`config.mk`:
```
export PLATFORM = sky130hd
export DESIGN_NAME = mux_scan_controller
export DESIGN_NICKNAME = d
export VERILOG_FILES = /design/src/rtl/mux_scan_controller.sv
export SDC_FILE = /design/constraint.sdc
export NUM_CORES = 1
export LEC_CHECK = 0
export ABC_CLOCK_PERIOD_IN_PS = 3100
export CORE_MARGIN = 4
export CORE_UTILIZATION = 43
export DETAILED_ROUTE_END_ITERATION = 12
export PLACE_DENSITY = 0.71
export SYNTH_ARGS = -nofsm -noshare
export SYNTH_HDL_FRONTEND = slang
export SYNTH_SLANG_ARGS = --single-unit
```
`constraint.sdc`:
```
create_clock -name clk -period 3.1 [get_ports clk]
set_clock_uncertainty 0.2 [all_clocks]
set_input_delay 0.31 -clock clk [delete_from_list [all_inputs] [get_ports clk]]
set_output_delay 0.31 -clock clk [all_outputs]
set_load 0.1 [all_outputs]
```
`src/rtl/mux_scan_controller.sv`:
```
// Scans an external 8-to-1 style mux channel by channel and captures its output into a registered word.
// The optional data_parity output is enabled with the MUX_SCAN_PARITY_EN macro.
module mux_scan_controller #(
  parameter int SEL_W  = 3,
  parameter int SETTLE = 0,
  localparam int N     = 1 << SEL_W
) (
  input  logic             clk,
  input  logic             reset,
  input  logic             start,
  output logic             busy,
  output logic [SEL_W-1:0] Selector,
  input  logic             mux_out,
  output logic [N-1:0]     data,
  output logic             data_valid,
  input  logic             data_ready,
`ifdef MUX_SCAN_PARITY_EN
  output logic             data_parity,
`endif
  output logic [1:0]       fsm_state
);

  typedef enum logic [1:0] {
    S_IDLE   = 2'd0,
    S_SETTLE = 2'd1,
    S_SAMPLE = 2'd2,
    S_HOLD   = 2'd3
  } state_t;

  localparam logic [3:0]       SETTLE_LAST = 4'(SETTLE > 0 ? SETTLE - 1 : 0);
  localparam logic [SEL_W-1:0] LAST_CH     = SEL_W'(N - 1);
  localparam state_t           FIRST_ST    = (SETTLE == 0) ? S_SAMPLE : S_SETTLE;

  state_t     state;
  logic [N-1:0] acc;
  logic [N-1:0] acc_next;
  logic [3:0]   cnt;

  assign busy      = (state != S_IDLE);
  assign fsm_state = state;

  // Accumulator with the current channel's sample merged in, so the last
  // channel can land in data on the same edge it is sampled.
  always_comb begin
    acc_next           = acc;
    acc_next[Selector] = mux_out;
  end

  // Handshake: data_valid rises on entry to HOLD and data/data_valid stay
  // frozen until a cycle with data_valid && data_ready; that cycle is the
  // transfer and data_valid is low on the following cycle.
  always_ff @(posedge clk) begin
    if (reset) begin
      state       <= S_IDLE;
      Selector    <= '0;
      data        <= '0;
      data_valid  <= 1'b0;
      acc         <= '0;
      cnt         <= '0;
`ifdef MUX_SCAN_PARITY_EN
      data_parity <= 1'b0;
`endif
    end else begin
      case (state)
        S_IDLE: begin
          Selector <= '0;
          cnt      <= '0;
          if (start) begin
            acc   <= '0;
            state <= FIRST_ST;
          end
        end
        S_SETTLE: begin
          if (cnt == SETTLE_LAST) begin
            cnt   <= '0;
            state <= S_SAMPLE;
          end else begin
            cnt <= cnt + 4'd1;
          end
        end
        S_SAMPLE: begin
          acc <= acc_next;
          cnt <= '0;
          if (Selector == LAST_CH) begin
            data        <= acc_next;
            data_valid  <= 1'b1;
            Selector    <= '0;
            state       <= S_HOLD;
`ifdef MUX_SCAN_PARITY_EN
            data_parity <= ^acc_next;
`endif
          end else begin
            Selector <= Selector + 1'b1;
            state    <= FIRST_ST;
          end
        end
        S_HOLD: begin
          if (data_ready) begin
            data_valid <= 1'b0;
            Selector   <= '0;
            cnt        <= '0;
            if (start) begin
              acc   <= '0;
              state <= FIRST_ST;
            end else begin
              state <= S_IDLE;
            end
          end
        end
        default: state <= S_IDLE;
      endcase
    end
  end

endmodule

```
==> results of run 1 <==
[cells in the final DEF, fill, tap and decap left out, types with 2 or more instances in the layout]
cell type	n
nand3b_1	3
a31oi_1	3
nand3_1	5
ha_1	4
mux2i_1	8
nand4_1	2
and2b_1	2
nand4b_1	2
o2bb2ai_1	8
nor3b_2	3
buf_4	16
a211oi_1	7
and3b_1	2
inv_1	4
clkbuf_4	3
nand2b_1	3
dfxtp_1	26
a21oi_1	5
nor2_1	12
clkdlybuf4s50_1	4
[through the flow]
stage	cells	cell area [µm²]	utilization (%)	hold slack [ns]	power [µW]
after floorplan	128	1260	-	0.232	396
after global placement	168	1390	50.1	0.245	411
after detailed placement	168	1390	50.1	0.246	412
after CTS	171	1420	50.9	0.282	554
after global routing	171	1420	50.9	0.299	568
final	171	1420	50.9	0.277	541
[worst paths after layout]
path                                        endpoint  slack (ns)  cells after the start
worst max register to register  data[0]$_SDFFE_PP0P_        0.92                      5
worst max-delay path            data[0]$_SDFFE_PP0P_        0.92                      5
worst min-delay path             acc[0]$_SDFFE_PP0P_        0.28                      1
worst min register to register   acc[0]$_SDFFE_PP0P_        0.28                      1
[area by class of cell]
class	instances	area share, %
multi-input cells	86	46.3
flip-flops and latches	26	36.7
repair buffers	20	11.3
well taps	31	2.74
clock buffers	3	1.59
inverters	5	1.33
[logic make-up after synthesis]
kind of cell               Yosys count  share of synthesized area (%)
and+or+nand+nor                     41                           20.4
AOI/OAI and AO/OA                   33                           21.2
buffers and inverters               16                           7.02
adders and majority gates            4                           3.96
DFF                                 26                           41.1
muxes                                8                           6.33
[per-layer routing]
layer | vias up | share of wire [%] | wire, µm
met1 | 454 | 46 | 1140
met2 | 10 | 49 | 1210
met3 | 2 | 3.7 | 90
met4 | 0 | 0.65 | 16
met5 | - | 0 | 0
li1 | 499 | - | -
[where the power goes]
part / switching, µW / internal [µW] / total [µW]
Clock: 91.1 / 45.3 / 136
Combinational: 40.6 / 18.7 / 59.3
Sequential: 7.78 / 337 / 345
[registers in the layout (all words and copies together), names as in the netlist]
name	flops
data	8
acc	8
cnt	4
data_valid	1
fsm_state	2
Selector	3
==> summary.md, run 1 <==
| Metric | Value |
|---|---|
| Final min period | 2.18 ns |
| Cell Rows | 19 |
| Worst path required time | 3.12 ns |
| Gr ovfl total | 0 |
| Largest net degree at the start of global routing | 18 |
| CTS Hold Bufs | 0 |
| Period utilisation layout | 70.3% |
| GPL Wtd Cong | 0.757 |
| EDFF count, synth | 0 |
| Vias/cell | 5.64 |
| Final hold viol count | 0 |
| YS warnings | 0 |
| Synth cell count leaders | dfxtp_1 (26), nor2_1 (12), mux2i_1 (8), o2bb2ai_1 (8), a211oi_1 (7) |
| Number of synthesized register bits | 26 |
| CP cell instances | ha_1 -> ha_1 -> and3b_1 -> nor2_1 -> a211oi_1 |
| Top cells by area, synth | dfxtp_1 (41%), mux2i_1 (6.3%), o2bb2ai_1 (5.5%), a211oi_1 (4.2%), ha_1 (4.0%) |
| Crit path kind | reg -> reg |
| Crit-path max FO | 17 |
| Antenna Nets Post-Route | 0 |
| Fillcell total | 261 |
| Share of the synthesized area in the top cell type | 41.1% |
| Share of layout cells above drive strength 1 | 19.3% |
| Grt met2 use | 24.7% |
| Total clock sinks | 26 |
| DR pass1 iterations | 4 |
| Most frequent cell after synthesis | dfxtp_1 |
| Delay-heaviest family, CP | simple AND/OR/NAND/NOR gates |
| Hpwl dp | 1.83 mm |
| CTS root buf | clkbuf_4 |
| Num ports | 20 |
| Ys async rst share | 0% |
| Multi-input logic area | 656 µm² |
| VDD IR max | 280 µV |
| RSZ-0062 raised after global routing | no |
| Clk_lat worst skew | 0.31 ns |
| Pleak | 0.000552 µW |
| Worst hold path type | reg -> reg |
| Max transition margin | 61.5% |
| Routed wire length | 2.46 mm |
| Final Setup Violations | 0 |
| Post-Syn Area per Cell | 9.88 µm² |
| Post-synth net total | 137 |
| Setup_tns | 0 ns |
| Storage cell area | 520 µm² |
| WL/cell | 14.4 µm |
| Ant diodes | 0 |
| Layer with the highest usage | met2 |
| Iter 0 DRT Violations | 64 |
| Max Cap Violations | 0 |
| Synth Cell Area | 1260 µm² |
| Seq/Total Area, Yosys | 41.1% |
| Longest Clk Path Bufs | 2 |
| Crit-path slowest cell | dfxtp_1 |
| Pwr per Cell Area | 382 nW/µm² |
| PnR worst setup slack | 0.921 ns |
| Die Ht | 62.2 µm |
| Crit-path max cell delay | 0.61 ns |
| Synth Instances | 128 |
| Post-CTS Setup Bufs | 0 |
| Post-CTS Resized | 0 |
| First-pass GRT wire length | 4.44 mm |
| Critical path startpoint category | flop |
| M3 GR Usage | 4.68% |
| Clk slew on worst S/H paths | 0.13 ns |
| Die width | 62.2 µm |
| Worst-margin pin slew | 0.577 ns |
| CTS tree | built |
| Antenna violations before repair | 0 |
| Setup crit end kind | flop |
| Most used cell, CP | ha_1 |
| Via Count | 965 |
| Synth area leader | dfxtp_1 |
| Peak Freq | 0.459 GHz |
| Core area | 2780 µm² |
| Slew Limit Fails | 0 |
| PortBufs | 19 |
| Gr usage total | 13.9% |
| FF-to-FF Start | Selector[0]$_SDFFE_PP0P_ |
| Status | complete, no violations |
| WP data arrival | 2.20 ns |
| Num CTS Buffers | 3 |
| Global Route met1 Usage | 15.7% |
| Worst slack at placement | 0.942 ns |
| Primary FF master, synth | dfxtp_1 |
| # DRC | 0 |
| Worst Setup SP | Selector[0]$_SDFFE_PP0P_ |
| WP buf/inv | 0 |
| Distinct cells, synth | 39 |
| Initial Util | 45.5% |
| Hold_sp | acc[0]$_SDFFE_PP0P_ |
| Max H-tree Level | 1 |
| Die area | 3870 µm² |
| Layout area overhead | 12.0% |
| Vias in the first global route | 992 |
| Final-stage net count | 151 |
Power figures use the tool's default switching activity.
==> run 2, diff against run 1 <==
ABC_CLOCK_PERIOD_IN_PS = 1840   (was 3100)
PLACE_DENSITY = 0.74   (was 0.71)
clock period = 1.84 ns   (was 3.1 ns; I/O delays follow)
==> run 2 against run 1 <==
Worst hold slack worse by 0.0024 ns; largest cell class unchanged; sequential power up 67%; critical endpoint is now fsm_state[0]$_SDFFE_PP0P_; combinational power rose by 120%.
==> summary.md, run 2 (synthesized netlist as in run 1, its figures left out) <==
| Metric | Value |
|---|---|
| WL/cell | 14.8 µm (was 14.4 µm) |
| Worst hold margin | 0.274 ns (was 0.277 ns) |
| CTS tree | built (unchanged) |
| Worst R2R Path Depth | 6 (was 5) |
| Final min period | 1.65 ns (was 2.18 ns) |
| Fillcell total | 243 (was 261) |
| Largest regs | acc: 8 flops, data: 8 flops, cnt: 4 flops (unchanged) |
| Crit path kind | reg -> reg (unchanged) |
| Dpl cell area | 1660 µm² (was 1390 µm²) |
| Finished Layout Cells | 179 (was 171) |
| Layout area overhead | 33.5% (was 12.0%) |
| Die Ht | 62.2 µm (unchanged) |
| WP data arrival | 1.65 ns (was 2.20 ns) |
| Routed wire length | 2.65 mm (was 2.46 mm) |
| Pwr per Cell Area | 567 nW/µm² (was 382 nW/µm²) |
| Worst-margin pin slew | 0.432 ns (was 0.577 ns) |
| Die area | 3870 µm² (unchanged) |
| Clk slew on worst S/H paths | 0.14 ns (was 0.13 ns) |
| FF-to-FF Start | Selector[0]$_SDFFE_PP0P_ (unchanged) |
| Crit-path max cell delay | 0.38 ns (was 0.61 ns) |
| Gr ovfl total | 0 (unchanged) |
| Setup crit end kind | flop (unchanged) |
| Post-CTS Setup Bufs | 0 (unchanged) |
| Num CTS Buffers | 3 (unchanged) |
| R2r setup slk | 0.19 ns (was 0.92 ns) |
| Commonest non-fill, non-tap cells in the layout | dfxtp_1 (21), buf_12 (15), nor2_1 (12) (was dfxtp_1 (26), buf_4 (16), nor2_1 (12)) |
| Total clock sinks | 26 (unchanged) |
| Storage cell area | 534 µm² (was 520 µm²) |
| Die width | 62.2 µm (unchanged) |
| Status | complete, no violations (unchanged) |
| RSZ-0062 raised after global routing | no (unchanged) |
| Antenna Nets Post-Route | 0 (unchanged) |
| Hold path endpoint | acc[2]$_SDFFE_PP0P_ (was acc[0]$_SDFFE_PP0P_) |
| Critical path startpoint category | flop (unchanged) |
| GPL Wtd Cong | 0.724 (was 0.757) |
| Final hold viol count | 0 (unchanged) |
| PortBufs | 19 (unchanged) |
| Period utilisation layout | 89.4% (was 70.3%) |
| Post-route cell area | 1690 µm² (was 1420 µm²) |
| Final Setup Violations | 0 (unchanged) |
| Ant diodes | 0 (unchanged) |
| M3 GR Usage | 3.78% (was 4.68%) |
| Antenna violations before repair | 0 (unchanged) |
| Grt met2 use | 24.5% (was 24.7%) |
| Worst hold path type | reg -> reg (unchanged) |
| CP cell instances | ha_4 -> ha_1 -> and3b_1 -> buf_4 -> a31oi_1 -> a21oi_1 (was ha_1 -> ha_1 -> and3b_1 -> nor2_1 -> a211oi_1) |
| Setup_tns | 0 ns (unchanged) |
| Pleak | 0.000633 µW (was 0.000552 µW) |
| Vias/cell | 5.83 (was 5.64) |
| Crit-path slowest cell | dfxtp_4 (was dfxtp_1) |
| Iter 0 DRT Violations | 35 (was 64) |
| Leading cell type in the layout, fill and taps excluded | dfxtp_1 (unchanged) |
| Peak Freq | 0.608 GHz (was 0.459 GHz) |
| Inst Count DP | 175 (was 168) |
| Reg2reg end | fsm_state[0]$_SDFFE_PP0P_ (was data[0]$_SDFFE_PP0P_) |
| WHS Path Cells | 1 (unchanged) |
| Core area | 2780 µm² (unchanged) |
| Via Count | 1,043 (was 965) |
| Share of layout cells above drive strength 1 | 27.7% (was 19.3%) |
| Hold_sp | acc[2]$_SDFFE_PP0P_ (was acc[0]$_SDFFE_PP0P_) |
| Layer with the highest usage | met2 (unchanged) |
| Max transition margin | 71.2% (was 61.5%) |
| Multi-input logic area | 671 µm² (was 656 µm²) |
| Slew Limit Fails | 0 (unchanged) |
| VDD IR max | 352 µV (was 280 µV) |
| Final-stage net count | 158 (was 151) |
| Cell Rows | 19 (unchanged) |
| Initial Util | 45.5% (unchanged) |
| Post-CTS Resized | 0 (unchanged) |
| Hpwl dp | 1.94 mm (was 1.83 mm) |
| Tot Pwr | 957 µW (was 541 µW) |
| Clk_lat worst skew | 0.33 ns (was 0.31 ns) |
| # DRC | 0 (unchanged) |
| Num ports | 20 (unchanged) |
| Longest Clk Path Bufs | 2 (unchanged) |
| CTS root buf | clkbuf_4 (unchanged) |
| Worst path required time | 1.85 ns (was 3.12 ns) |
| Vias in the first global route | 1,064 (was 992) |
| First-pass GRT wire length | 4.82 mm (was 4.44 mm) |
| Crit-path max FO | 9 (was 17) |
| Max Cap Violations | 0 (unchanged) |
| Max H-tree Level | 1 (unchanged) |
| Largest net degree at the start of global routing | 18 (unchanged) |
| DR pass1 iterations | 4 (unchanged) |
| Global Route met1 Usage | 18.3% (was 15.7%) |
| CTS Hold Bufs | 0 (unchanged) |
| Gr usage total | 15.0% (was 13.9%) |
-- run 2: critical path, delay by kind of cell, from the launching register on --
| family | cells | cell delay, ns |
|---|---|---|
| AOI/OAI and AO/OA | 2 | 0.22 |
| adders and majority gates | 2 | 0.37 |
| buffers and inverters | 1 | 0.17 |
| DFF | 1 | 0.38 |
| and+or+nand+nor | 1 | 0.19 |
-- run 2: where the power goes --
part / internal [µW] / total, µW / switching (µW)
clock network: 85.1 / 253 / 168
registers: 565 / 576 / 10.9
logic: 52.0 / 128 / 75.9
total: 702 / 957 / 255
-- run 2: stage by stage --
step	util, %	setup WS [ns]
CTS	60.7	0.193
global route	60.7	0.0869
finish	60.7	0.195
detailed placement	59.8	0.125
global placement	59.8	0.175
floorplan	-	0.0177
-- run 2: cell type report --
type | instances | area share [%]
tap | 31 | 2.30
clock buffer | 4 | 1.56
sequential | 26 | 31.6
inverter | 5 | 1.11
timing repair buffer | 27 | 23.7
multi-input combinational | 86 | 39.7
-- run 2: how the worst max path moves through the flow --
stage | start | endpoint | cells after the start
2_1_floorplan | Selector[0]$_SDFFE_PP0P_ | data[6]$_SDFFE_PP0P_ | 7
3_5_place_dp | data_ready | acc[3]$_SDFFE_PP0P_ | 4
3_3_place_gp | data_ready | acc[2]$_SDFFE_PP0P_ | 4
5_1_grt | Selector[2]$_SDFFE_PP0P_ | data[5]$_SDFFE_PP0P_ | 5
6_report | Selector[0]$_SDFFE_PP0P_ | fsm_state[0]$_SDFFE_PP0P_ | 6
4_1_cts | fsm_state[1]$_SDFFE_PP0P_ | busy | 2
-- run 2: metal layers --
metal / share of wire [%] / routed length [µm]
met4: 2.4 / 64
met5: 0 / 0
met1: 44 / 1170
met2: 48 / 1280
met3: 5.3 / 140
